## src/rtl/seg7_msg_scheduler.sv

```systemverilog
// seg7_msg_scheduler: round-robin sharing of an 8-digit multiplexed
// seven-segment display between N_REQ frame sources, with built-in scan.
// Ports: clk, rst_n (async, active low); req_valid/req_ready/req_data
// per-source frame handshake; abcdefgh + digit drive the display pins;
// busy is high in SHOW/GAP; grant_id is the last granted source.
module seg7_msg_scheduler #(
  parameter int N_REQ       = 2,
  parameter int W_DIGIT     = 8,
  parameter int SCAN_DIV    = 4096,
  parameter int HOLD_CYCLES = 50_000_000,
  parameter int GAP_CYCLES  = 5_000_000
) (
  input  logic                       clk,
  input  logic                       rst_n,
  input  logic [N_REQ-1:0]           req_valid,
  output logic [N_REQ-1:0]           req_ready,
  input  logic [N_REQ*W_DIGIT*8-1:0] req_data,
  output logic [7:0]                 abcdefgh,
  output logic [W_DIGIT-1:0]         digit,
  output logic                       busy,
  output logic [$clog2(N_REQ)-1:0]   grant_id
);

  localparam int FW  = W_DIGIT * 8;
  localparam int IDW = $clog2(N_REQ);
  localparam int DW  = (W_DIGIT > 1) ? $clog2(W_DIGIT) : 1;
  localparam int SW  = (SCAN_DIV > 1) ? $clog2(SCAN_DIV) : 1;
  localparam int HW  = (HOLD_CYCLES > 1) ? $clog2(HOLD_CYCLES) : 1;
  localparam int GW  = (GAP_CYCLES > 1) ? $clog2(GAP_CYCLES) : 1;

  typedef enum logic [1:0] {IDLE, GRANT, SHOW, GAP} state_t;

  state_t         state, state_nx;
  logic [IDW-1:0] rr, rr_nx;
  logic [IDW-1:0] gid_nx;
  logic [FW-1:0]  fbuf, fbuf_nx;
  logic [SW-1:0]  scan_cnt, scan_cnt_nx;
  logic [DW-1:0]  scan_idx, scan_idx_nx;
  logic [HW-1:0]  hold_cnt, hold_nx;
  logic [GW-1:0]  gap_cnt, gap_nx;
  logic [7:0]     seg_nx;
  logic [W_DIGIT-1:0] digit_nx;

  logic           found;
  logic [IDW-1:0] sel;
  logic           gvalid;
  logic [FW-1:0]  gframe;
  logic [7:0]     lane;
  int             p;

  assign busy = (state == SHOW) || (state == GAP);

  always_comb begin
    req_ready = '0;
    if (state == GRANT)
      for (int i = 0; i < N_REQ; i++)
        if (IDW'(i) == grant_id) req_ready[i] = 1'b1;
  end

  always_comb begin
    // free-running digit scan
    scan_cnt_nx = scan_cnt + 1'b1;
    scan_idx_nx = scan_idx;
    if (scan_cnt == SW'(SCAN_DIV - 1)) begin
      scan_cnt_nx = '0;
      scan_idx_nx = (scan_idx == DW'(W_DIGIT - 1)) ? '0
                                                   : scan_idx + 1'b1;
    end

    // first valid source at or after the rr pointer, wrapping
    found = 1'b0;
    sel   = '0;
    p     = 0;
    for (int k = 0; k < N_REQ; k++) begin
      p = int'(rr) + k;
      if (p >= N_REQ) p = p - N_REQ;
      if (!found && req_valid[p]) begin
        found = 1'b1;
        sel   = IDW'(p);
      end
    end

    gvalid = 1'b0;
    gframe = '0;
    for (int i = 0; i < N_REQ; i++)
      if (IDW'(i) == grant_id) begin
        gvalid = req_valid[i];
        gframe = req_data[i*FW +: FW];
      end

    state_nx = state;
    rr_nx    = rr;
    gid_nx   = grant_id;
    fbuf_nx  = fbuf;
    hold_nx  = hold_cnt;
    gap_nx   = gap_cnt;

    unique case (state)
      IDLE: if (found) begin
        gid_nx   = sel;
        state_nx = GRANT;
      end
      GRANT: if (gvalid) begin
        fbuf_nx  = gframe;
        rr_nx    = (grant_id == IDW'(N_REQ - 1)) ? '0
                                                 : grant_id + 1'b1;
        hold_nx  = '0;
        state_nx = SHOW;
      end else begin
        state_nx = IDLE;
      end
      SHOW: if (hold_cnt == HW'(HOLD_CYCLES - 1)) begin
        gap_nx   = '0;
        state_nx = GAP;
      end else begin
        hold_nx = hold_cnt + 1'b1;
      end
      GAP: if (gap_cnt == GW'(GAP_CYCLES - 1)) begin
        state_nx = IDLE;
      end else begin
        gap_nx = gap_cnt + 1'b1;
      end
      default: state_nx = IDLE;
    endcase

    // outputs are registered from next-state values so a captured
    // frame is visible on the first SHOW cycle
    lane = '0;
    for (int j = 0; j < W_DIGIT; j++)
      if (DW'(j) == scan_idx_nx) lane = fbuf_nx[j*8 +: 8];
    seg_nx   = (state_nx == SHOW) ? lane : 8'h00;
    digit_nx = W_DIGIT'(1) << scan_idx_nx;
  end

  always_ff @(posedge clk or negedge rst_n) begin
    if (!rst_n) begin
      state    <= IDLE;
      rr       <= '0;
      grant_id <= '0;
      fbuf     <= '0;
      scan_cnt <= '0;
      scan_idx <= '0;
      hold_cnt <= '0;
      gap_cnt  <= '0;
      abcdefgh <= '0;
      digit    <= W_DIGIT'(1);
    end else begin
      state    <= state_nx;
      rr       <= rr_nx;
      grant_id <= gid_nx;
      fbuf     <= fbuf_nx;
      scan_cnt <= scan_cnt_nx;
      scan_idx <= scan_idx_nx;
      hold_cnt <= hold_nx;
      gap_cnt  <= gap_nx;
      abcdefgh <= seg_nx;
      digit    <= digit_nx;
    end
  end

endmodule

```

## config.mk

```make
export PLATFORM = sky130hd
export DESIGN_NAME = seg7_msg_scheduler
export DESIGN_NICKNAME = d
export VERILOG_FILES = /design/src/rtl/seg7_msg_scheduler.sv
export SDC_FILE = /design/constraint.sdc
export NUM_CORES = 1
export LEC_CHECK = 0
export ABC_AREA = 1
export BUFFER_PORTS_ARGS = -buffer_cell sky130_fd_sc_hd__buf_2
export CAP_MARGIN = 5
export CORE_ASPECT_RATIO = 1.2
export CORE_MARGIN = 3
export CORE_UTILIZATION = 45
export CTS_CLUSTER_SIZE = 8
export DETAILED_ROUTE_END_ITERATION = 10
export MAX_ROUTING_LAYER = met4
export PLACE_DENSITY_LB_ADDON = 0.25
export SETUP_SLACK_MARGIN = 0.2
export SLEW_MARGIN = 30
export SYNTH_ARGS = -nofsm -noshare
export SYNTH_HDL_FRONTEND = slang
export SYNTH_SLANG_ARGS = --single-unit
```

## constraint.sdc

```tcl
create_clock -name clk -period 3.73 [get_ports clk]
set_input_delay 0.746 -clock clk [delete_from_list [all_inputs] [get_ports clk]]
set_output_delay 0.746 -clock clk [all_outputs]
set_load 0.05 [all_outputs]
```

# After elaboration in Yosys (flattened, before gate mapping)
# Index checks and enable logic that the tools add are counted.
[totals] regBits=148 latch_bits=0 memories=0 romBits=0 output_inout_bits=20 mem_bits_rw=0 wordCells=96 input_bits=132
[op_classes] mux=43 n_mul=0 n_eq_ne=19 bitwise_logic=0 reduce_logical=11 n_addsub=8 shifts=1 order_cmp=4 n_div=0
[ops] cell="$mux 64" n=3
[ops] cell="$mux 8" n=9
[ops] cell="$lt 32x3->1 const B" n=2
[ops] cell="$mux 32" n=2
[ops] cell="$mux 26" n=2
[ops] cell="$pmux 26 s2" n=1
[ops] cell="$mux 23" n=2
[ops] cell="$pmux 23 s2" n=1
[ops] cell="$add 26x1->26 const B" n=1
[ops] cell="$eq 26x26->1 const B" n=1
[ops] cell="$add 23x1->23 const B" n=1
[ops] cell="$eq 23x23->1 const B" n=1
[ops] cell="$mux 1" n=14
[ops] cell="$add 12x1->12 const B" n=1
[ops] cell="$eq 12x12->1 const B" n=1
[ops] cell="$eq 3x3->1 const A" n=4
[ops] cell="$mux 12" n=1
[ops] cell="$mux 2" n=5
[ops] cell="$pmux 2 s4" n=1
[ops] cell="$shl 1x3->8 const A" n=1
[ops] cell="$eq 2x2->1 const B" n=3
[ops] cell="$eq 2x3->1 const A" n=2
[ops] cell="$mux 3" n=2
[ops] cell="$ne 2x2->1 const B" n=3
[ops] cell="19 further kinds" n=22

# Logic depth before layout (Yosys ltp)
[logic_depth] word_depth=13 ltp_mapped=15 ltp_nobuf=14

# Worst setup path after synthesis
# No wires, ideal clock.
[synth_timing] path_kind="register to output" startpoint="register grant_id" endpoint="output port req_ready[0]" setup_slack_ns=1.086 t_required_ns=2.984 n_path_buf=3 arrival_ns=1.898 stages_incl_launch_ff=5 path_cell_list="dfrtp_1 -> buf_2 -> buf_2 -> buf_1 -> nor2_1"
[synth_via] elab_chain_cells=2
[synth_rtl] item="from (decl)" line_no="21" rtl="output logic [$clog2(N_REQ)-1:0] grant_id"
[synth_rtl] item="from (signal assigned)" line_no="150" rtl="grant_id <= gid_nx;"
[synth_rtl] item="$mux 1" line_no="57" rtl="if (IDW'(i) == grant_id) req_ready[i] = 1'b1;"
[synth_rtl] item="$mux 2" line_no="55" rtl="if (state == GRANT)"
[synth_rtl] item="to (decl)" line_no="16" rtl="output logic [N_REQ-1:0] req_ready,"
# Every way passes these cells.

# Final worst setup path
[layout_timing] startpoint="register scan_cnt[0]" endpoint="register abcdefgh[5]"
[layout_via] elab_chain_cells=12 elab_cells_between_ends=19 classes_between="eq/ne (8); mux (10); reduce/logical (1)"
[layout_rtl] item="from (decl)" line_no="37" rtl="logic [SW-1:0] scan_cnt, scan_cnt_nx;"
[layout_rtl] item="from (signal assigned)" line_no="152" rtl="scan_cnt <= scan_cnt_nx;"
[layout_rtl] item="$eq 12x12->1 (*)" line_no="64" rtl="if (scan_cnt == SW'(SCAN_DIV - 1)) begin"
[layout_rtl] item="$mux 3 (*)" line_no="64"
[layout_rtl] item="$logic_not 3->1" line_no="130" rtl="if (DW'(j) == scan_idx_nx) lane = fbuf_nx[j*8 +: 8];"
[layout_rtl] item="$mux 8 (7 in a row)" line_no="130"
[layout_rtl] item="$mux 8 (*)" line_no="130"
[layout_rtl] item="$mux 8 (*)" line_no="131" rtl="seg_nx = (state_nx == SHOW) ? lane : 8'h00;"
[layout_rtl] item="via seg_nx[5]" line_no="41" rtl="logic [7:0] seg_nx;"
[layout_rtl] item="to (signal assigned)" line_no="156" rtl="abcdefgh <= seg_nx;"
[layout_rtl] item="to (decl)" line_no="18" rtl="output logic [7:0] abcdefgh,"
# The timed path passes the listed nets; every way through them passes the cells marked *.
# A chain may end at the register's enable or synchronous reset.

==> summary.md <==
| Metric | Value |
|---|---|
| Global-route wire length before repair | `between 30000 and 40000 µm` |
| Power share of the combinational group | `0.039` |
| Worst-case reg-to-reg path depth | `13` |
| Yosys Warn Count | `0` |
| Critical path class | `flop to flop` |
| CP startpoint kind | `flop` |
| Kind of end point of the critical path | `flop` |
| Clock share of power | `0.508` |
| Die Y | `around 150 µm` |
| Final hold violation count | `0` |
| Grt total ovfl | `0` |
| TritonRoute pass-1 iters | `6` |
| Setup repair bufs after CTS | `0` |
| # clock sinks | `148` |
| Hpwl dp | `approximately 16000 µm` |
| Final #Nets | `1301` |
| Layout cells sized above 1 | `0.2192` |
| I/O Pins | `about 150` |
| Vias | `between 7k and 8k` |
| Clock-pin slew on the worst setup and hold paths | `~0.06 ns` |
| Initial antenna violation count | `1` |
| Max-cap viol count | `0` |
| Core outline area | `about 18000 µm²` |
| Post-synthesis sequential area ratio | `0.4547` |
| Crit path DAT | `roughly 3.1 ns` |
| Flop and latch count out of synthesis | `148` |
| Resize count post-CTS | `0` |
| Cell variety after synth | `43` |
| Largest net degree at the start of global routing | `73` |
| Leak | `about 0.0048 µW` |
| P_sw | `approximately 760 µW` |
| Synth top area share | `0.4515` |
| Reg2reg start | `scan_cnt[0]$_DFF_PN0_` |
| CTS max path bufs | `2` |
| DIE WIDTH | `roughly 130 µm` |
| Max Clk Rate | `366.5 MHz` |
| Synth top area cells | `dfrtp_1 (45%), nand2_1 (13%), nor2_1 (4.8%)` |
| Die footprint | `between 15000 and 20000 µm²` |
| Internal power component | `2787 µW` |
| Pwr dens | `~370 nW/µm²` |
| Sequential Power Share | `0.453` |
| Layout area overhead | `18.80%` |
| Worst skew pair latency | `approximately 0.43 ns` |
| Register Area | `roughly 3700 µm²` |
| Most common cell after layout, fill and taps aside | `nand2_1` |
| Max Clock Skew | `between 0.01 and 0.015 ns` |
| Critical path required time | `a little over 4 ns` |
| Cts hold-fix bufs | `0` |
| DR WL/cell | `~16 µm` |
| Hold/Removal Path Class | `input port to async pin` |
| VDD IR-drop max | `around 0.0003 V` |
| Switching share of power | `0.2145` |
| Gr usage total | `0.2382` |
| Final setup viols | `0` |
| Multi-input logic area | `3914 µm²` |
| Port buffer count | `151` |
| Slew of the pin with the lowest slew margin | `about 0.72 ns` |
| Post-Synthesis Cells | `1024` |
| Post-Syn Area per Cell | `7.957 µm²` |
| Status | `completed` |
| Avg Vias per Cell | `roughly 5.3` |
| Crit-path max FO | `13` |
| Tcrit/Tclk final | `0.7314` |
| Post-synth top flop | `dfrtp_1` |
| Area leader, netlist | `dfrtp_1` |
| Vias in the first global route | `a little over 7k` |
| DRT iter0 DRCs | `roughly 550` |
| H-tree depth | `4` |
| Drt drc | `0` |
| Most frequent cells in the layout | `nand2_1 (286), buf_2 (150), dfrtp_1 (146)` |
| Root buffer cell | `clkbuf_16` |
| Setup TNS | `0 ns` |
| Post-Syn Area | `8148 µm²` |
| Synth Net Count | `approximately 1.2k` |
| Final core occ | `0.5487` |
| Minimum clock period | `2.728 ns` |
| RR Endpoint | `abcdefgh[5]$_DFF_PN0_` |
| Post-synth EDFFs | `0` |
| Clock buffer count from CTS | `17` |
| Slew HR | `0.5185` |
| Share of synthesized flip-flops with an asynchronous set or reset | `1.000` |
| Drt total wl | `approximately 23000 µm` |
| Initial Util | `0.4619` |
| Fillers | `1688` |
| CTS tree | `yes` |
| GPL Wtd Cong | `0.8903` |
| Slew Limit Fails | `0` |
| Post-route ant nets | `0` |
| RSZ-0062 raised after global routing | `no` |
| FF-to-FF setup slack | `~1 ns` |
| Rows | `53` |
[routing by layer]
layer | global-route usage | vias up | share of wire
met5 | - | - | 0
met1 | 0.3131 | 3495 | 0.45
li1 | - | 3696 | -
met4 | 0.1071 | 0 | 0.036
met3 | 0.03950 | 53 | 0.048
met2 | 0.3617 | 226 | 0.47
[final cells by class]
class                           instances  share of cell area
Inverter                               84             0.03270
Timing Repair Buffer                  161             0.08777
Antenna cell                            1           0.0002585
Sequential cell                       148              0.3829
Clock buffer                           19             0.04473
Clock inverter                         13             0.01887
Multi-Input combinational cell        752              0.4043
Tap cell                              220             0.02844
[registers in the layout (all words and copies together), names as in the netlist, 2 cells and up]
| signal | cells |
|---|---|
| fbuf | 64 |
| hold_cnt | 26 |
| gap_cnt | 23 |
| scan_cnt | 12 |
| abcdefgh | 8 |
| digit | 8 |
| scan_idx | 3 |
| state | 2 |
[power groups by stage]
| stage | sequential, µW | combinational [µW] | clock (µW) |
|---|---|---|---|
| floorplan | 1640 | 22.4 | 0 |
| global placement | 1630 | 141 | 0 |
| detailed placement | 1630 | 141 | 0 |
| CTS | 1610 | 142 | 1820 |
| global route | 1600 | 157 | 1900 |
| finish | 1610 | 140 | 1800 |
[logic make-up (layout without fill, tap and decap cells)]
logic type               after synthesis  after routing  share of synthesized area
AND/OR/NAND/NOR                      570            570                     0.3202
flip-flops                           148            148                     0.4547
AO/OA/AOI/OAI                        131            131                     0.1018
buffers and inverters                124            277                    0.06496
XOR/XNOR                              38             38                    0.04085
multiplexers                           8              8                   0.009828
adder cells (fa/ha/maj)                5              5                   0.007678
other                                  0              1                          0
[through the flow]
step | instances | setup WS [ns] | power (µW) | cell area, µm² | hold WS (ns)
after CTS | 1397 | 0.9732 | 3572 | 9677 | 0.3677
after floorplan | 1024 | 1.086 | 1658 | 8148 | 0.4382
after global routing | 1398 | 0.7318 | 3658 | 9679 | 0.4051
after global placement | 1365 | 0.9134 | 1776 | 9061 | 0.4544
final | 1398 | 1.002 | 3547 | 9679 | 0.3475
after detailed placement | 1365 | 0.8083 | 1776 | 9061 | 0.4593
[cell usage after synthesis (6+ instances only)]
| library cell | number |
|---|---|
| a21oi_1 | 14 |
| a31oi_1 | 25 |
| a31oi_2 | 8 |
| buf_2 | 17 |
| clkbuf_1 | 14 |
| dfrtp_1 | 147 |
| inv_1 | 75 |
| inv_2 | 6 |
| mux2i_1 | 8 |
| nand2_1 | 286 |
| nand2_2 | 9 |
| nand3_1 | 49 |
| nand4_1 | 48 |
| nor2_1 | 104 |
| nor2_4 | 6 |
| nor3_1 | 23 |
| nor4_1 | 14 |
| o21ai_0 | 36 |
| o21ai_1 | 13 |
| o22ai_1 | 15 |
| o31ai_1 | 13 |
| or2_2 | 19 |
| xnor2_1 | 8 |
| xor2_1 | 30 |
[worst max-delay path: stages (launching register included)]
cell,delay [ns]
dfrtp_1,0.37
ha_1,0.18
nand2_1,0.09
nor2_4,0.21
nand3_2,0.27
o21ai_2,0.52
buf_4,0.29
buf_4,0.20
nand3_4,0.14
nor2_1,0.14
nor2_1,0.08
nand4_1,0.07
nand2_1,0.05
inv_1,0.05
[how the worst max path moves through the flow]
stage                           from                    end  slack (ns)  cells past startpoint
4_1_cts         grant_id$_DFFE_PN0P_           req_ready[1]        0.97                      4
6_report       scan_cnt[0]$_DFF_PN0_  abcdefgh[5]$_DFF_PN0_        1.00                     13
5_1_grt        scan_cnt[0]$_DFF_PN0_  abcdefgh[3]$_DFF_PN0_        0.73                     13
2_1_floorplan   grant_id$_DFFE_PN0P_           req_ready[0]        1.09                      4
3_5_place_dp            req_valid[0]  abcdefgh[0]$_DFF_PN0_        0.81                     11
3_3_place_gp            req_valid[0]  abcdefgh[5]$_DFF_PN0_        0.91                     11
No activity file was read; power rests on OpenSTA's default activity.
